==> src/rtl/enemy_ai_if.sv <==
// Bundle of game-controller inputs and enemy command outputs for the AI scheduler.
// The master is the game/controller side; the slave is the scheduler.
interface enemy_ai_if;
    logic               i_enable;
    logic signed [10:0] i_player_x;
    logic signed [9:0]  i_player_y;
    logic signed [10:0] i_enemy_x;
    logic signed [9:0]  i_enemy_y;
    logic signed [10:0] i_goodbullet_x;
    logic               i_goodbullet_isE;
    logic               i_badbullet_isE;
    logic               o_right;
    logic               o_left;
    logic               o_jump;
    logic               o_squat;
    logic               o_attack;
    logic               o_defend;
    logic [2:0]         o_ai_state;

    modport master (
        output i_enable, i_player_x, i_player_y, i_enemy_x, i_enemy_y,
               i_goodbullet_x, i_goodbullet_isE, i_badbullet_isE,
        input  o_right, o_left, o_jump, o_squat, o_attack, o_defend, o_ai_state
    );

    modport slave (
        input  i_enable, i_player_x, i_player_y, i_enemy_x, i_enemy_y,
               i_goodbullet_x, i_goodbullet_isE, i_badbullet_isE,
        output o_right, o_left, o_jump, o_squat, o_attack, o_defend, o_ai_state
    );
endinterface

==> src/rtl/enemy_ai_scheduler.sv <==
// Enemy action scheduler: one decision per TICK_DIV cycles, commands registered 1 cycle after tick.
// No backpressure; optional shield in EVADE enabled by macro ENEMY_AI_SHIELD_EN.
module enemy_ai_scheduler #(
    parameter int          TICK_DIV      = 64,
    parameter int          NEAR_DIST     = 128,
    parameter int          FAR_DIST      = 320,
    parameter int          EVADE_DIST    = 96,
    parameter int          FIRE_COOLDOWN = 4,
    parameter int          X_MIN         = 0,
    parameter int          X_MAX         = 600,
    parameter logic [15:0] LFSR_SEED     = 16'hACE1
) (
    input logic       clk,
    input logic       rst,
    enemy_ai_if.slave bus
);
    typedef enum logic [2:0] {
        IDLE     = 3'd0,
        HOLD     = 3'd1,
        APPROACH = 3'd2,
        RETREAT  = 3'd3,
        EVADE    = 3'd4
    } state_t;

    localparam int CNT_W = $clog2(TICK_DIV);
    localparam int CD_W  = (FIRE_COOLDOWN < 1) ? 1 : $clog2(FIRE_COOLDOWN + 1);
    localparam logic [CNT_W-1:0] CNT_LAST = CNT_W'(TICK_DIV - 1);
    localparam logic [CD_W-1:0]  CD_LOAD  = CD_W'(FIRE_COOLDOWN);
    localparam logic [11:0] NEAR_12  = 12'(NEAR_DIST);
    localparam logic [11:0] FAR_12   = 12'(FAR_DIST);
    localparam logic [11:0] EVADE_12 = 12'(EVADE_DIST);
    localparam logic [11:0] XMIN_12  = 12'(X_MIN);
    localparam logic [11:0] XMAX_12  = 12'(X_MAX);

`ifdef ENEMY_AI_SHIELD_EN
    localparam logic SHIELD = 1'b1;
`else
    localparam logic SHIELD = 1'b0;
`endif

    state_t           state;
    logic [CNT_W-1:0] tick_cnt;
    logic [CD_W-1:0]  cooldown;
    logic [15:0]      lfsr;

    logic        tick;
    logic [11:0] ex, dx, bx, adist, bdist;
    logic        dx_pos, dx_neg, at_min, at_max;
    logic        mv_right, mv_left, fire, shield_up, lfsr_fb;
    state_t      nxt;

    assign tick    = (tick_cnt == CNT_LAST);
    assign ex      = {bus.i_enemy_x[10], bus.i_enemy_x};
    assign dx      = {bus.i_player_x[10], bus.i_player_x} - ex;
    assign bx      = {bus.i_goodbullet_x[10], bus.i_goodbullet_x} - ex;
    assign adist   = dx[11] ? (12'd0 - dx) : dx;
    assign bdist   = bx[11] ? (12'd0 - bx) : bx;
    assign dx_neg  = dx[11];
    assign dx_pos  = !dx[11] && (dx != 12'd0);
    assign at_min  = $signed(ex) <= $signed(XMIN_12);
    assign at_max  = $signed(ex) >= $signed(XMAX_12);
    assign lfsr_fb = lfsr[15] ^ lfsr[13] ^ lfsr[12] ^ lfsr[10];

    always_comb begin
        nxt = HOLD;
        if (bus.i_goodbullet_isE && (bdist < EVADE_12)) nxt = EVADE;
        else if (adist > FAR_12)                        nxt = APPROACH;
        else if (adist < NEAR_12)                       nxt = RETREAT;
    end

    // Direction intent first, then arena walls veto the move toward them.
    always_comb begin
        mv_right = 1'b0;
        mv_left  = 1'b0;
        if (nxt == APPROACH) begin
            mv_right = dx_pos;
            mv_left  = dx_neg;
        end else if (nxt == RETREAT) begin
            mv_right = dx_neg;
            mv_left  = !dx_neg;
        end
        if (at_min) mv_left  = 1'b0;
        if (at_max) mv_right = 1'b0;
    end

    assign fire      = (cooldown == '0) && !bus.i_badbullet_isE && (nxt != EVADE);
    assign shield_up = SHIELD && lfsr[1];

    always_ff @(posedge clk or posedge rst) begin
        if (rst) begin
            state        <= IDLE;
            tick_cnt     <= '0;
            cooldown     <= '0;
            lfsr         <= LFSR_SEED;
            bus.o_right  <= 1'b0;
            bus.o_left   <= 1'b0;
            bus.o_jump   <= 1'b0;
            bus.o_squat  <= 1'b0;
            bus.o_attack <= 1'b0;
            bus.o_defend <= 1'b0;
        end else if (!bus.i_enable) begin
            state        <= IDLE;
            tick_cnt     <= '0;
            cooldown     <= '0;
            bus.o_right  <= 1'b0;
            bus.o_left   <= 1'b0;
            bus.o_jump   <= 1'b0;
            bus.o_squat  <= 1'b0;
            bus.o_attack <= 1'b0;
            bus.o_defend <= 1'b0;
        end else begin
            bus.o_attack <= 1'b0;
            if (tick) begin
                tick_cnt     <= '0;
                lfsr         <= {lfsr[14:0], lfsr_fb};
                state        <= nxt;
                bus.o_right  <= mv_right;
                bus.o_left   <= mv_left;
                bus.o_jump   <= (nxt == EVADE) && !shield_up && lfsr[0];
                bus.o_squat  <= (nxt == EVADE) && !shield_up && !lfsr[0];
                bus.o_defend <= (nxt == EVADE) && shield_up;
                bus.o_attack <= fire;
                if (fire)                cooldown <= CD_LOAD;
                else if (cooldown != '0) cooldown <= cooldown - 1'b1;
            end else begin
                tick_cnt <= tick_cnt + 1'b1;
            end
        end
    end

    assign bus.o_ai_state = state;
endmodule
==> src/flat_wrapper.sv <==
// flat-port wrapper written by rule: the top's interface ports become plain ports
module enemy_ai_scheduler_flat 
#(
    parameter int          TICK_DIV      = 64,
    parameter int          NEAR_DIST     = 128,
    parameter int          FAR_DIST      = 320,
    parameter int          EVADE_DIST    = 96,
    parameter int          FIRE_COOLDOWN = 4,
    parameter int          X_MIN         = 0,
    parameter int          X_MAX         = 600,
    parameter logic [15:0] LFSR_SEED     = 16'hACE1
)
  (clk, rst, bus_i_enable, bus_i_player_x, bus_i_player_y, bus_i_enemy_x, bus_i_enemy_y, bus_i_goodbullet_x, bus_i_goodbullet_isE, bus_i_badbullet_isE, bus_o_right, bus_o_left, bus_o_jump, bus_o_squat, bus_o_attack, bus_o_defend, bus_o_ai_state);
  enemy_ai_if bus_i ();
  input logic clk;
  input logic rst;
  input wire logic [$bits(bus_i.i_enable)-1:0] bus_i_enable;
  input wire logic [$bits(bus_i.i_player_x)-1:0] bus_i_player_x;
  input wire logic [$bits(bus_i.i_player_y)-1:0] bus_i_player_y;
  input wire logic [$bits(bus_i.i_enemy_x)-1:0] bus_i_enemy_x;
  input wire logic [$bits(bus_i.i_enemy_y)-1:0] bus_i_enemy_y;
  input wire logic [$bits(bus_i.i_goodbullet_x)-1:0] bus_i_goodbullet_x;
  input wire logic [$bits(bus_i.i_goodbullet_isE)-1:0] bus_i_goodbullet_isE;
  input wire logic [$bits(bus_i.i_badbullet_isE)-1:0] bus_i_badbullet_isE;
  output wire logic [$bits(bus_i.o_right)-1:0] bus_o_right;
  output wire logic [$bits(bus_i.o_left)-1:0] bus_o_left;
  output wire logic [$bits(bus_i.o_jump)-1:0] bus_o_jump;
  output wire logic [$bits(bus_i.o_squat)-1:0] bus_o_squat;
  output wire logic [$bits(bus_i.o_attack)-1:0] bus_o_attack;
  output wire logic [$bits(bus_i.o_defend)-1:0] bus_o_defend;
  output wire logic [$bits(bus_i.o_ai_state)-1:0] bus_o_ai_state;
  assign bus_i.i_enable = bus_i_enable;
  assign bus_i.i_player_x = bus_i_player_x;
  assign bus_i.i_player_y = bus_i_player_y;
  assign bus_i.i_enemy_x = bus_i_enemy_x;
  assign bus_i.i_enemy_y = bus_i_enemy_y;
  assign bus_i.i_goodbullet_x = bus_i_goodbullet_x;
  assign bus_i.i_goodbullet_isE = bus_i_goodbullet_isE;
  assign bus_i.i_badbullet_isE = bus_i_badbullet_isE;
  assign bus_o_right = bus_i.o_right;
  assign bus_o_left = bus_i.o_left;
  assign bus_o_jump = bus_i.o_jump;
  assign bus_o_squat = bus_i.o_squat;
  assign bus_o_attack = bus_i.o_attack;
  assign bus_o_defend = bus_i.o_defend;
  assign bus_o_ai_state = bus_i.o_ai_state;
  enemy_ai_scheduler #(.TICK_DIV(TICK_DIV), .NEAR_DIST(NEAR_DIST), .FAR_DIST(FAR_DIST), .EVADE_DIST(EVADE_DIST), .FIRE_COOLDOWN(FIRE_COOLDOWN), .X_MIN(X_MIN), .X_MAX(X_MAX), .LFSR_SEED(LFSR_SEED)) u_core (.clk(clk), .rst(rst), .bus(bus_i));
endmodule
==> config.mk <==
export PLATFORM = sky130hd
export DESIGN_NAME = enemy_ai_scheduler_flat
export DESIGN_NICKNAME = d
export VERILOG_FILES = /design/src/rtl/enemy_ai_if.sv /design/src/rtl/enemy_ai_scheduler.sv /design/src/flat_wrapper.sv
export SDC_FILE = /design/constraint.sdc
export NUM_CORES = 1
export LEC_CHECK = 0
export ABC_CLOCK_PERIOD_IN_PS = 2400
export CAP_MARGIN = 20
export CORE_UTILIZATION = 45
export CTS_CLUSTER_SIZE = 20
export DETAILED_ROUTE_END_ITERATION = 8
export GPL_TIMING_DRIVEN = 0
export PLACE_DENSITY = 0.68
export SETUP_SLACK_MARGIN = 0.3
export SLEW_MARGIN = 5
export SYNTH_ARGS = -nofsm -noshare
export SYNTH_HDL_FRONTEND = slang
export SYNTH_SLANG_ARGS = --single-unit
==> constraint.sdc <==
create_clock -name clk -period 2.4 [get_ports clk]
set_input_delay 0.48 -clock clk [delete_from_list [all_inputs] [get_ports clk]]
set_output_delay 0.48 -clock clk [all_outputs]
set_load 0.01 [all_outputs]
# --- Word-level counts from Yosys, hierarchy flattened ---
# Index checks and enable logic that the tools add are counted.
word_totals:
  register_bits: 34
  inputBits: 58
op_classes:
  bitwise: 3
  magnitude_cmp: 5
  n_eq_ne: 7
  addsub: 6
  reduce_logical: 14
  n_mux: 31
ops:
  columns: ["operator", "count"]
  rows:
  - ["12-bit two-way mux", 2]
  - ["1-bit by 12-bit subtractor with 12-bit output (first input constant)", 2]
  - ["11-bit by 11-bit subtractor with 12-bit output", 2]
  - ["3-bit two-way mux", 7]
  - ["1-bit two-way mux", 18]
  - ["12-bit by 9-bit greater-than comparator with 1-bit output (second input constant)", 1]
  - ["12-bit by 7-bit < comparator with 1-bit output (second input constant)", 1]
  - ["12-bit by 8-bit < comparator with 1-bit output (second input constant)", 1]
  - ["6-bit two-way mux", 2]
  - ["12-bit nonzero test", 1]
  - ["11-bit >= comparator (second input constant)", 1]
  - ["11-bit by 1-bit less-or-equal comparator with 1-bit output (second input constant)", 1]
  - ["6-bit by 1-bit adder with 6-bit output (second input constant)", 1]
  - ["3-bit by 2-bit == test with 1-bit output (second input constant)", 2]
  - ["6-bit == test (second input constant)", 1]
  - ["1-bit logical AND", 6]
  - ["2-bit two-way mux", 2]
  - ["2-bit AND reduction", 2]
  - ["3-bit == test (second input constant)", 1]
  - ["1-bit logical NOT", 3]
  - ["3-bit logical NOT", 1]
  - ["3-bit by 1-bit inequality test with 1-bit output (second input constant)", 1]
  - ["3-bit inequality test (second input constant)", 1]
  - ["3-bit nonzero test", 1]
  - ["3 further kinds", 5]

# --- Longest topological paths before layout ---
# Gate-level depths: netlist of run 1.
logic_depth:
  depth_word: 13
  mapped_depth: 14
  depth_no_buf: 13

# --- Worst setup path before layout of run 1 ---
# No wires, ideal clock.
synth_path:
  path_kind: "input-to-reg"
  from: "input bus_i_goodbullet_x[0]"
  to: "register u_core.bus.o_right"
  setup_slack_ps: -875
  arrival_time_ps: 3153
  t_required_ps: 2278
  path_buffers: 0
  stages: 12
  path_cell_list: "inv_1 -> ha_1 -> fa_1 -> nand2b_1 -> a211oi_1 -> o22a_1 -> mux2_1 -> a211oi_1 -> mux2i_1 -> a211oi_4 -> nor2_2 -> a32o_1"
synth_between:
  elab_chain_cells: 12
  elab_cells_between_ends: 13
  classes_between: "2 x add/sub; 1 x order compare; 2 x eq/ne; 7 x mux; 1 x reduce/logical"
synth_rtl:
  columns: ["item", "line", "rtl"]
  rows:
  - ["start, declared", "flat_wrapper.sv:22", "input wire logic [$bits(bus_i.i_goodbullet_x)-1:0] bus_i_goodbullet_x;"]
  - ["11-bit by 11-bit subtractor with 12-bit output (*)", "enemy_ai_scheduler.sv:55", "assign bx = {bus.i_goodbullet_x[10], bus.i_goodbullet_x} - ex;"]
  - ["1-bit by 12-bit subtractor with 12-bit output", "enemy_ai_scheduler.sv:57", "assign bdist = bx[11] ? (12'd0 - bx) : bx;"]
  - ["12-bit two-way mux (*)", "enemy_ai_scheduler.sv:57", null]
  - ["12-bit by 7-bit < comparator with 1-bit output (*)", "enemy_ai_scheduler.sv:66", "if (bus.i_goodbullet_isE && (bdist < EVADE_12)) nxt = EVADE;"]
  - ["1-bit logical AND (*)", "enemy_ai_scheduler.sv:66", null]
  - ["3-bit two-way mux (*)", "enemy_ai_scheduler.sv:66", null]
  - ["3-bit by 2-bit == test with 1-bit output", "enemy_ai_scheduler.sv:78", "end else if (nxt == RETREAT) begin"]
  - ["1-bit two-way mux", "enemy_ai_scheduler.sv:78", null]
  - ["1-bit two-way mux (*)", "enemy_ai_scheduler.sv:75", "if (nxt == APPROACH) begin"]
  - ["1-bit two-way mux (*)", "enemy_ai_scheduler.sv:83", "if (at_max) mv_right = 1'b0;"]
  - ["1-bit two-way mux (*)", "enemy_ai_scheduler.sv:113", "if (tick) begin"]
  - ["1-bit two-way mux (*)", "enemy_ai_scheduler.sv:101", "end else if (!bus.i_enable) begin"]
  - ["end signal, assigned", "enemy_ai_scheduler.sv:117", "bus.o_right <= mv_right;"]
  - ["end, declared", "enemy_ai_if.sv:29", "output o_right, o_left, o_jump, o_squat, o_attack, o_defend, o_ai_state"]
# Mark *: on every way between the ends. The rest lies on a longest branch, timed or not. The select of a mux whose other input is x is not followed.
# A chain may end at the register's enable or synchronous reset.

# --- Final worst setup path of run 1 ---
layout_path:
  from: "input bus_i_player_x[1]"
  to: "register u_core.bus.o_right"
layout_between:
  elab_chain_cells: 13
  elab_cells_between_ends: 18
  classes_between: "2 x add/sub; 2 x order compare; 2 x eq/ne; 9 x mux; 3 x reduce/logical"
layout_rtl:
  columns: ["item", "line", "rtl"]
  rows:
  - ["start, declared", "flat_wrapper.sv:18", "input wire logic [$bits(bus_i.i_player_x)-1:0] bus_i_player_x;"]
  - ["11-bit by 11-bit subtractor with 12-bit output (*)", "enemy_ai_scheduler.sv:54", "assign dx = {bus.i_player_x[10], bus.i_player_x} - ex;"]
  - ["1-bit by 12-bit subtractor with 12-bit output", "enemy_ai_scheduler.sv:56", "assign adist = dx[11] ? (12'd0 - dx) : dx;"]
  - ["12-bit two-way mux", "enemy_ai_scheduler.sv:56", null]
  - ["12-bit by 8-bit < comparator with 1-bit output", "enemy_ai_scheduler.sv:68", "else if (adist < NEAR_12) nxt = RETREAT;"]
  - ["2-bit two-way mux", "enemy_ai_scheduler.sv:68", null]
  - ["2-bit two-way mux", "enemy_ai_scheduler.sv:67", "else if (adist > FAR_12) nxt = APPROACH;"]
  - ["3-bit two-way mux", "enemy_ai_scheduler.sv:66", null]
  - ["3-bit by 2-bit == test with 1-bit output", "enemy_ai_scheduler.sv:78", null]
  - ["1-bit two-way mux", "enemy_ai_scheduler.sv:78", null]
  - ["1-bit two-way mux (*)", "enemy_ai_scheduler.sv:75", null]
  - ["1-bit two-way mux (*)", "enemy_ai_scheduler.sv:83", null]
  - ["1-bit two-way mux (*)", "enemy_ai_scheduler.sv:113", null]
  - ["1-bit two-way mux (*)", "enemy_ai_scheduler.sv:101", null]
# Marked as above.

==> summary.txt, run 1 <==
Critical path
  • CP Buf/Inv Count: 3
  • Kind of end point of the critical path: flop
  • Top delay family on crit path: simple AND/OR/NAND/NOR gates
  • Worst flop-to-flop path endpoint: u_core.lfsr[12]$_DFFE_PP0P_
  • Cell count of the worst reg-to-reg path: 6
  • Worst path most repeated cell: a32o_1
  • Crit path max fanout: 5
  • Crit-path cells: dlygate4sd2_1 > ha_1 > nand2b_4 > a21oi_4 > buf_6 > nor4_4 > or2_2 > clkbuf_2 > mux2i_2 > a32oi_2 > or3_1 > a32o_1 > a32o_1
  • CP arrival: 3.32 ns
  • Reg2reg start: u_core.tick_cnt[0]$_DFF_PP0_
  • Slowest-stage cell, CP: or3_1
  • Setup Crit Path Kind: input pin to flop
  • Slowest stage delay, CP: 0.39 ns
  • WP data required: 2.58 ns
  • Stages on the worst setup path: 13
  • Critical Path Start: bus_i_player_x[1]
  • FF-to-FF setup slack: 0.50 ns
  • CP endpoint: u_core.bus.o_right$_DFFE_PP0P_
  • CP Launch Type: input pin

Synth
  • Post-synth EDFFs: 0
  • Synth Net Count: 456
  • Register area share after synthesis: 0.257
  • Synth Instances: 370
  • Seq cells post-synth: 33
  • Synth warnings: 0
  • Distinct cells, synth: 76
  • Synthesized area per cell: 8.81 sq um
  • Async set-reset flop share out of synthesis: 1.00
  • Primary FF master, synth: dfrtp_1
  • Mapped cell area: 3260 sq um

Finish
  • Most frequent cells in the layout: buf_4, nor2_1, dfrtp_1, buf_6, nand2_1
  • Layout cell share with drive strength beyond 1: 0.471
  • Final core occ: 0.775
  • Layout area overhead: 64.4%
  • Commonest non-fill, non-tap cell in the layout: buf_4
  • Final net count: 571
  • Layout Cells excl Fill: 583

Global route
  • First-pass GRT wire length: 14.9 mm
  • Gr usage total: 0.250
  • GRT busiest layer: met2
  • GR Layer Usage met1: 0.306
  • Number of antenna violations at the first check in global routing: 1
  • Largest net degree at the start of global routing: 24
  • Overflow after GRT: 0
  • Met2 Usage GRT: 0.457
  • GR Util met3: 0.0389
  • Vias in the first global route: 3293

Floorplan
  • Die width: 87.1 um
  • Rows: 30
  • Initial Util: 0.472
  • Number of I/O pins: 67
  • CORE AREA: 6910 sq um
  • Die area: 7580 sq um
  • Die H: 87.1 um

STA
  • Final period util: 1.31
  • Actual slew at the worst max-slew pin: 0.519 ns
  • Unrepaired setup endpoints after global routing: true
  • Setup-failing EPs final: 11
  • Final hold viol count: 0
  • Max_slew headroom: 0.653
  • Slew Viols, Final: 0
  • Fmax: 319 MHz
  • Final worst clock skew: 0.00397 ns
  • Final Critical Period: 3.14 ns
  • Worst Setup Slack, final: -0.737 ns

Run status
  • Outcome: finished, violations left
  • Violated checks: negative setup slack

Route
  • WL per Instance: 18.6 um
  • First drt pass iteration count: 5
  • Antenna viol nets, final: 0
  • Drc violations: 0
  • Starting DRT DRC Count: 175
  • Routed vias: 3513
  • Drt total wl: 10.9 mm
  • Vias per cell: 6.03

CTS
  • Reg clk slew, reported paths: 0.07 ns
  • CTS tree: yes
  • Hold_buf cts: 0
  • H-tree levels: 2
  • Clock root cell: clkbuf_8
  • Total CTS buffers: 5
  • Max clock buf depth: 2
  • Clk_lat worst skew: 0.29 ns
  • Clock Sinks: 33

Power and ir drop
  • VDD IR max: 0.000383 V
  • PwrDens: 435 nW/um^2
  • LEAKAGE: 2.22 nW
  • Total power: 0.00233 W

Placed design
  • # placed instances: 512
  • Detailed placement HPWL: 6.12 mm
  • Placer Congestion: 0.855
  • Port Buffer Count: 45

Worst hold path
  • Hold Crit Class: flop to flop

Flow run
  • Maxcap violations: 0
## timing repair
| item | in CTS | in global routing |
|---|---|---|
| pin swaps | 65 | 40 |
| endpoints found under the setup margin | 11 | 20 |
| buffers inserted | 38 | 24 |
| resized for setup | 156 | 80 |
## cell usage after synthesis, types with 4 or more instances
cell type  count  area [sq um]
dfstp_2        8           210
and2_1         4          25.0
xnor2_1       13           114
a211o_1        4          35.0
o21ai_0       16          80.1
ha_1          26           325
a21o_1         5          37.5
nor2b_1       11          68.8
inv_1         21          78.8
o21a_1         4          30.0
mux2_2        15           169
xor2_1         8          70.1
mux2i_1        4          40.0
o211ai_1       5          37.5
nor3_1        16          80.1
clkbuf_1       7          26.3
nand2_1       20          75.1
and3_1         7          43.8
dfrtp_1       25           626
nand2b_1       6          37.5
a21boi_1       4          30.0
nand3_1       10          50.1
nor4_1         7          43.8
nor2_1        28           105
a21oi_1       13          65.1
o21ai_1        4          20.0
nand3b_1       4          30.0
## how the worst min path moves through the flow
stage | from | to | cells past startpoint
floorplan | u_core.tick_cnt[0]$_DFF_PP0_ | u_core.tick_cnt[0]$_DFF_PP0_ | 1
global placement | u_core.tick_cnt[0]$_DFF_PP0_ | u_core.tick_cnt[0]$_DFF_PP0_ | 1
detailed placement | u_core.tick_cnt[0]$_DFF_PP0_ | u_core.tick_cnt[0]$_DFF_PP0_ | 1
CTS | u_core.tick_cnt[0]$_DFF_PP0_ | u_core.tick_cnt[0]$_DFF_PP0_ | 1
global route | u_core.tick_cnt[0]$_DFF_PP0_ | u_core.tick_cnt[0]$_DFF_PP0_ | 1
finish | u_core.tick_cnt[0]$_DFF_PP0_ | u_core.tick_cnt[0]$_DFF_PP0_ | 1
## metrics by stage
step	setup TNS, ns	instance area (sq um)	hold WS, ns	setup WS [ns]
finish	-6.57	5360	0.466	-0.737
global route	-7.61	5360	0.478	-0.895
CTS	-5.86	4900	0.467	-0.721
detailed placement	-15.78	3990	0.457	-1.65
global placement	-15.38	3960	0.455	-1.59
floorplan	-5.19	3390	0.431	-0.696
## cell type report
class                      count  area, sq um
clock buffer                   7         96.3
antenna                        1         2.50
inverter                      21          111
clock inverter                 1         5.00
fill                         445         1550
buffer                        12         97.6
timing repair buffer         108         1030
multi-input combinational    304         3050
sequential                    33          836
tap                           96          120
## flip-flops by register name, summed over array words and instances (netlist names)
| register | cells |
|---|---|
| u_core.bus.o_attack | 1 |
| u_core.bus.o_squat | 1 |
| u_core.lfsr | 16 |
| u_core.cooldown | 3 |
| u_core.bus.o_left | 1 |
| u_core.bus.o_jump | 1 |
| u_core.tick_cnt | 6 |
| u_core.bus.o_ai_state | 3 |
| u_core.bus.o_right | 1 |
## power breakdown
group	leakage (nW)	total [W]	switching, W	internal, W
clock network	0.0542	0.000475	0.000216	0.000259
logic	1.74	0.00129	0.000651	0.000638
registers	0.429	0.000564	0.00000305	0.000561
## routing by layer
| layer | up-vias | part of all wire | wire length (um) |
|---|---|---|---|
| met2 | 132 | 0.54 | 5850 |
| met1 | 1740 | 0.39 | 4280 |
| met4 | 0 | 0.023 | 251 |
| met3 | 29 | 0.045 | 487 |
| li1 | 1612 | - | - |
| met5 | - | 0 | 0 |
## worst register-to-register path, cell delays in order, from the launching register on
cell and delay (ns):
dfrtp_1 0.40, ha_1 0.24, and3_1 0.19, nor2b_2 0.20, nand2_1 0.09, clkbuf_2 0.28
mux2_2 0.38
## logic make-up after synthesis
group,share of synthesized area
and+or+nand+nor,0.221
buffers and inverters,0.0453
xor gates and xnor gates,0.0565
AOI/OAI and AO/OA,0.240
other,0.00115
adders and majority gates,0.112
muxes,0.0676
DFF,0.257
No activity file was read; power rests on OpenSTA's default activity.
==> run 2: changes to the inputs <==
--- a/config.mk
+++ b/config.mk
@@ -5,7 +5,7 @@
 export SDC_FILE = /design/constraint.sdc
 export NUM_CORES = 1
 export LEC_CHECK = 0
-export ABC_CLOCK_PERIOD_IN_PS = 2400
+export ABC_CLOCK_PERIOD_IN_PS = 3700
 export CAP_MARGIN = 20
 export CORE_UTILIZATION = 45
 export CTS_CLUSTER_SIZE = 20
@@ -13,6 +13,7 @@
 export GPL_TIMING_DRIVEN = 0
 export PLACE_DENSITY = 0.68
 export SETUP_SLACK_MARGIN = 0.3
+export SKIP_LAST_GASP = 1
 export SLEW_MARGIN = 5
 export SYNTH_ARGS = -nofsm -noshare
 export SYNTH_HDL_FRONTEND = slang
==> constraint.sdc (replaced) <==
create_clock -name clk -period 3.7 [get_ports clk]
set_input_delay 1.11 -clock clk [delete_from_list [all_inputs] [get_ports clk]]
set_output_delay 1.11 -clock clk [all_outputs]
set_load 0.01 [all_outputs]
==> run 2 against run 1 <==
Non-clock buffer count down 24. Critical path type unchanged. Power down 43%. Final area down 8.1%. Global-route usage down 1.4 points. Flip-flop and latch count unchanged. Worst hold slack better by 0.0032 ns. The flow still finishes with violations (negative setup slack).
==> summary.txt, run 2 (synthesis results as in run 1) <==
Run status
  • Outcome: finished, violations left
  • Violated checks: negative setup slack

CTS
  • Total CTS buffers: 5
  • Reg clk slew, reported paths: 0.07 ns
  • H-tree levels: 2
  • CTS tree: yes
  • Max clock buf depth: 2
  • Clk_lat worst skew: 0.29 ns
  • Clock root cell: clkbuf_8
  • Clock Sinks: 33
  • Hold_buf cts: 0

STA
  • Final Critical Period: 3.75 ns
  • Actual slew at the worst max-slew pin: 0.630 ns
  • Final worst clock skew: 0.0128 ns
  • Fmax: 267 MHz
  • Final hold viol count: 0
  • Worst hold slack: 0.469 ns
  • Slew Viols, Final: 0
  • Max_slew headroom: 0.580
  • Worst Setup Slack, final: -0.0452 ns
  • Setup-failing EPs final: 2
  • Unrepaired setup endpoints after global routing: true
  • Final period util: 1.01

Route
  • Antenna viol nets, final: 0
  • Starting DRT DRC Count: 94
  • Routed vias: 3198
  • Drt total wl: 8.87 mm
  • Drc violations: 0
  • First drt pass iteration count: 4
  • Vias per cell: 5.73
  • WL per Instance: 15.9 um

Global route
  • Gr usage total: 0.236
  • Largest net degree at the start of global routing: 25
  • Vias in the first global route: 3095
  • Overflow after GRT: 0
  • Number of antenna violations at the first check in global routing: 0
  • First-pass GRT wire length: 14.2 mm

Critical path
  • CP Launch Type: input pin
  • Setup Crit Path Kind: input pin to flop
  • Kind of end point of the critical path: flop
  • CP arrival: 3.93 ns
  • Crit-path cells: buf_8 > inv_12 > ha_4 > inv_2 > fa_2 > nor2_1 > a2bb2oi_4 > nor3_2 > o2111ai_4 > nor4_2 > o32ai_2 > or3_1 > a32o_2 > a32o_1
  • WP data required: 3.88 ns
  • Slowest-stage cell, CP: fa_2
  • Slowest stage delay, CP: 0.42 ns
  • Crit path max fanout: 3

Power and ir drop
  • Total power: 0.00133 W
  • LEAKAGE: 2.01 nW
  • PwrDens: 271 nW/um^2
  • VDD IR max: 0.000176 V

Floorplan
  • Die H: 87.1 um
  • Die area: 7580 sq um
  • Number of I/O pins: 67
  • Die width: 87.1 um
  • Rows: 30
  • CORE AREA: 6910 sq um
  • Initial Util: 0.472

Worst hold path
  • Hold Crit Class: flop to flop

Finish
  • Layout area overhead: 51.0%
  • Most frequent cells in the layout: buf_4, nor2_1, dfrtp_1, dlygate4sd2_1, nand2_1
  • Layout Cells excl Fill: 558
  • Reg with most FFs: u_core.lfsr
  • Max reg flops: 16
  • Antenna diodes: 0
  • Final net count: 547
  • Commonest non-fill, non-tap cell in the layout: buf_4
  • Regs by FF count: u_core.lfsr x16, u_core.tick_cnt x6
  • Layout cell share with drive strength beyond 1: 0.377

Placed design
  • Port Buffer Count: 45
  • # placed instances: 512
  • Placer Congestion: 0.844
  • Detailed placement HPWL: 5.92 mm

Flow run
  • Maxcap violations: 0
-- run 2: changes by cell type in the layout (fill, tap and decap cells not counted), moves of 4 or more --
cell / before / now
buf_6: 22 / 7
buf_4: 47 / 34
dlygate4sd2_1: 8 / 20
dlymetal6s2s_1: 6 / 0
clkbuf_2: 6 / 1
clkbuf_1: 2 / 6
nor2b_1: 6 / 10
-- run 2: worst paths after layout --
path	from	endpoint	slack (ns)	cells past startpoint
setup reg to reg	u_core.tick_cnt[0]$_DFF_PP0_	u_core.lfsr[8]$_DFFE_PP0P_	1.57	6
hold reg to reg	u_core.tick_cnt[0]$_DFF_PP0_	u_core.tick_cnt[0]$_DFF_PP0_	0.47	1
min in group asynchronous	rst	u_core.bus.o_ai_state[2]$_DFFE_PP0P_	1.13	2
hold / removal	u_core.tick_cnt[0]$_DFF_PP0_	u_core.tick_cnt[0]$_DFF_PP0_	0.47	1
setup / recovery	bus_i_player_x[0]	u_core.bus.o_right$_DFFE_PP0P_	-0.05	14
max in group asynchronous	rst	u_core.lfsr[6]$_DFFE_PP1P_	2.01	3
-- run 2: what timing repair did --
item | 4_1_cts | 5_1_grt
buffers inserted | 29 | 8
endpoints found under the setup margin | 11 | 11
cloned | 1 | 0
resized for setup | 144 | 25
pin swaps | 59 | 16
-- run 2: cell type report --
type                       instances  area, sq um
multi-input combinational        304         2890
clock buffer                       8         90.1
buffer                            12         85.1
inverter                          21          106
fill                             529         1990
sequential                        33          836
timing repair buffer              84          795
tap                               96          120
-- run 2: critical path, delay by kind of cell --
| family | cells | cell delay [ns] |
|---|---|---|
| adder cells (fa/ha/maj) | 2 | 0.53 |
| buffers and inverters | 3 | 0.19 |
| AO/OA/AOI/OAI | 5 | 0.94 |
| AND/OR/NAND/NOR | 4 | 1.17 |
-- run 2: routing by layer --
metal	wire [um]	up-vias	global-route usage	share of wire
met1	3970	1551	0.316	0.45
met5	0	-	0	0
met2	4440	63	0.399	0.50
met3	294	12	0.0351	0.033
li1	-	1572	-	-
met4	167	0	0.0641	0.019
-- run 2: per-stage QoR --
step / setup TNS (ns) / setup slack [ns] / util / instance area [sq um]
floorplan: -0.0264 / -0.0264 / - / 3380
global placement: -8.39 / -0.932 / 0.572 / 3950
detailed placement: -8.50 / -0.963 / 0.576 / 3980
CTS: -0.00255 / -0.00255 / 0.693 / 4790
global route: -0.525 / -0.151 / 0.713 / 4920
finish: -0.0708 / -0.0452 / 0.713 / 4920
-- run 2: power breakdown --
| group | internal, W | switching [W] | total, W |
|---|---|---|---|
| clock | 0.000152 | 0.000127 | 0.000278 |
| sequential | 0.000364 | 0.00000218 | 0.000366 |
| combinational | 0.000332 | 0.000357 | 0.000689 |
==> run 3: changes to the inputs <==
--- a/config.mk
+++ b/config.mk
@@ -7,6 +7,7 @@
 export LEC_CHECK = 0
 export ABC_CLOCK_PERIOD_IN_PS = 3700
 export CAP_MARGIN = 20
+export CORE_MARGIN = 4
 export CORE_UTILIZATION = 45
 export CTS_CLUSTER_SIZE = 20
 export DETAILED_ROUTE_END_ITERATION = 8
==> run 3 against run 2 <==
Critical path depth unchanged. First-iteration DRC count up 78%. Fmax increased by 1.2%. Critical path type unchanged. The run now ends clean.
==> summary.txt, run 3 (synthesis results as in run 1) <==
Critical path
  • WP data required: 3.87 ns
  • Setup Crit Path Kind: input pin to flop
  • Kind of end point of the critical path: flop
  • CP arrival: 3.87 ns
  • CP Launch Type: input pin
  • Crit path max fanout: 3

Finish
  • Max reg flops: 16
  • Layout cell share with drive strength beyond 1: 0.431
  • Layout area overhead: 55.8%
  • Regs by FF count: u_core.lfsr x16, u_core.tick_cnt x6
  • Final net count: 554
  • Reg with most FFs: u_core.lfsr
  • Post-Layout Inst Area: 5080 sq um
  • Antenna diodes: 0
  • Most frequent cells in the layout: buf_4, dfrtp_1, nor2_1, nand2_1, clkdlybuf4s50_1
  • Final core occ: 0.735
  • Commonest non-fill, non-tap cell in the layout: buf_4

Floorplan
  • Number of I/O pins: 67
  • Die area: 8670 sq um
  • Die width: 93.1 um
  • Initial Util: 0.472
  • CORE AREA: 6910 sq um
  • Die H: 93.1 um
  • Rows: 30

STA
  • Actual slew at the worst max-slew pin: 0.614 ns
  • Unrepaired setup endpoints after global routing: true
  • Final hold viol count: 0
  • Slew Viols, Final: 0
  • Final Critical Period: 3.70 ns
  • Max_slew headroom: 0.591
  • Final worst clock skew: 0.00564 ns
  • Fmax: 270 MHz
  • Setup-failing EPs final: 0
  • Worst hold slack: 0.472 ns
  • Final period util: 1.00

Route
  • WL per Instance: 16.4 um
  • Vias per cell: 5.64
  • Routed vias: 3184
  • Drt total wl: 9.29 mm
  • First drt pass iteration count: 4
  • Drc violations: 0
  • Antenna viol nets, final: 0
  • Starting DRT DRC Count: 167

Worst hold path
  • Hold Crit Class: flop to flop

CTS
  • Clock Sinks: 33
  • Max clock buf depth: 2
  • Total CTS buffers: 5
  • Clock root cell: clkbuf_8
  • CTS tree: yes
  • Reg clk slew, reported paths: 0.07 ns
  • H-tree levels: 2
  • Clk_lat worst skew: 0.28 ns

Run status
  • Outcome: finished clean

Placed design
  • Area after DPL: 3980 sq um
  • Port Buffer Count: 45
  • Detailed placement HPWL: 6.17 mm
  • Placer Congestion: 0.801

Global route
  • Largest net degree at the start of global routing: 25
  • First-pass GRT wire length: 15.1 mm
  • Overflow after GRT: 0
  • Number of antenna violations at the first check in global routing: 0
  • Gr usage total: 0.214
  • Vias in the first global route: 3149

Power and ir drop
  • LEAKAGE: 2.06 nW
  • VDD IR max: 0.000148 V
  • PwrDens: 271 nW/um^2

Flow run
  • Maxcap violations: 0
==> run 3: worst max-delay path: stages <==
cell and delay [ns]:
buf_8 0.11, inv_12 0.04, ha_4 0.12, inv_2 0.03, fa_2 0.36, a211oi_4 0.34
o21a_1 0.22, a211o_1 0.17, nand3b_1 0.13, nor4b_4 0.24, o32ai_2 0.12, or3_1 0.35
a32o_2 0.29, a32o_1 0.24
==> run 3: per-stage QoR <==
stage	setup slack [ns]	std cells	power [W]	TNS [ns]
floorplan	-0.0264	370	0.000734	-0.0264
global placement	-0.926	511	0.000846	-8.31
detailed placement	-0.968	512	0.000858	-8.68
CTS	0.0169	558	0.00131	0
global route	-0.103	565	0.00146	-0.108
finish	0.000822	565	0.00138	0
==> run 3: final cells by class <==
class	instances	area (sq um)
Clock inverter	2	10.0
Multi-Input combinational cell	304	3010
Sequential cell	33	836
Clock buffer	6	72.6
Inverter	21	111
Timing Repair Buffer	91	818
Buffer	12	95.1
Fill cell	515	1830
Tap cell	96	120
==> run 3: what timing repair did <==
| item | CTS | global route |
|---|---|---|
| gates resized for setup | 163 | 54 |
| pin swaps | 60 | 25 |
| setup buffers | 38 | 7 |
| hold buffers | 0 | 0 |
| endpoints found under the setup margin | 11 | 11 |
==> run 3: final timing paths <==
path / from / to / slack (ns) / cells past startpoint
max: bus_i_player_x[0] / u_core.bus.o_right$_DFFE_PP0P_ / 0.0008 / 14
min: u_core.tick_cnt[0]$_DFF_PP0_ / u_core.tick_cnt[0]$_DFF_PP0_ / 0.47 / 1
max reg2reg: u_core.tick_cnt[0]$_DFF_PP0_ / u_core.lfsr[4]$_DFFE_PP0P_ / 1.57 / 6
min reg2reg: u_core.tick_cnt[0]$_DFF_PP0_ / u_core.tick_cnt[0]$_DFF_PP0_ / 0.47 / 1
max in group asynchronous: rst / u_core.lfsr[15]$_DFFE_PP1P_ / 2.02 / 3
min in group asynchronous: rst / u_core.tick_cnt[5]$_DFF_PP0_ / 1.13 / 2
==> run 3: metal layers <==
layer	part of all wire	track usage	vias up
li1	-	-	1571
met1	0.45	0.292	1563
met2	0.52	0.371	48
met3	0.024	0.0290	2
met4	0.0017	0.0220	0
met5	0	0	-
==> run 3: report_power, final <==
group          leakage (nW)  internal (W)  switching (W)
Sequential            0.429      0.000364     0.00000225
Clock                0.0450      0.000130       0.000127
Combinational          1.59      0.000367       0.000384
Total                  2.06      0.000861       0.000514
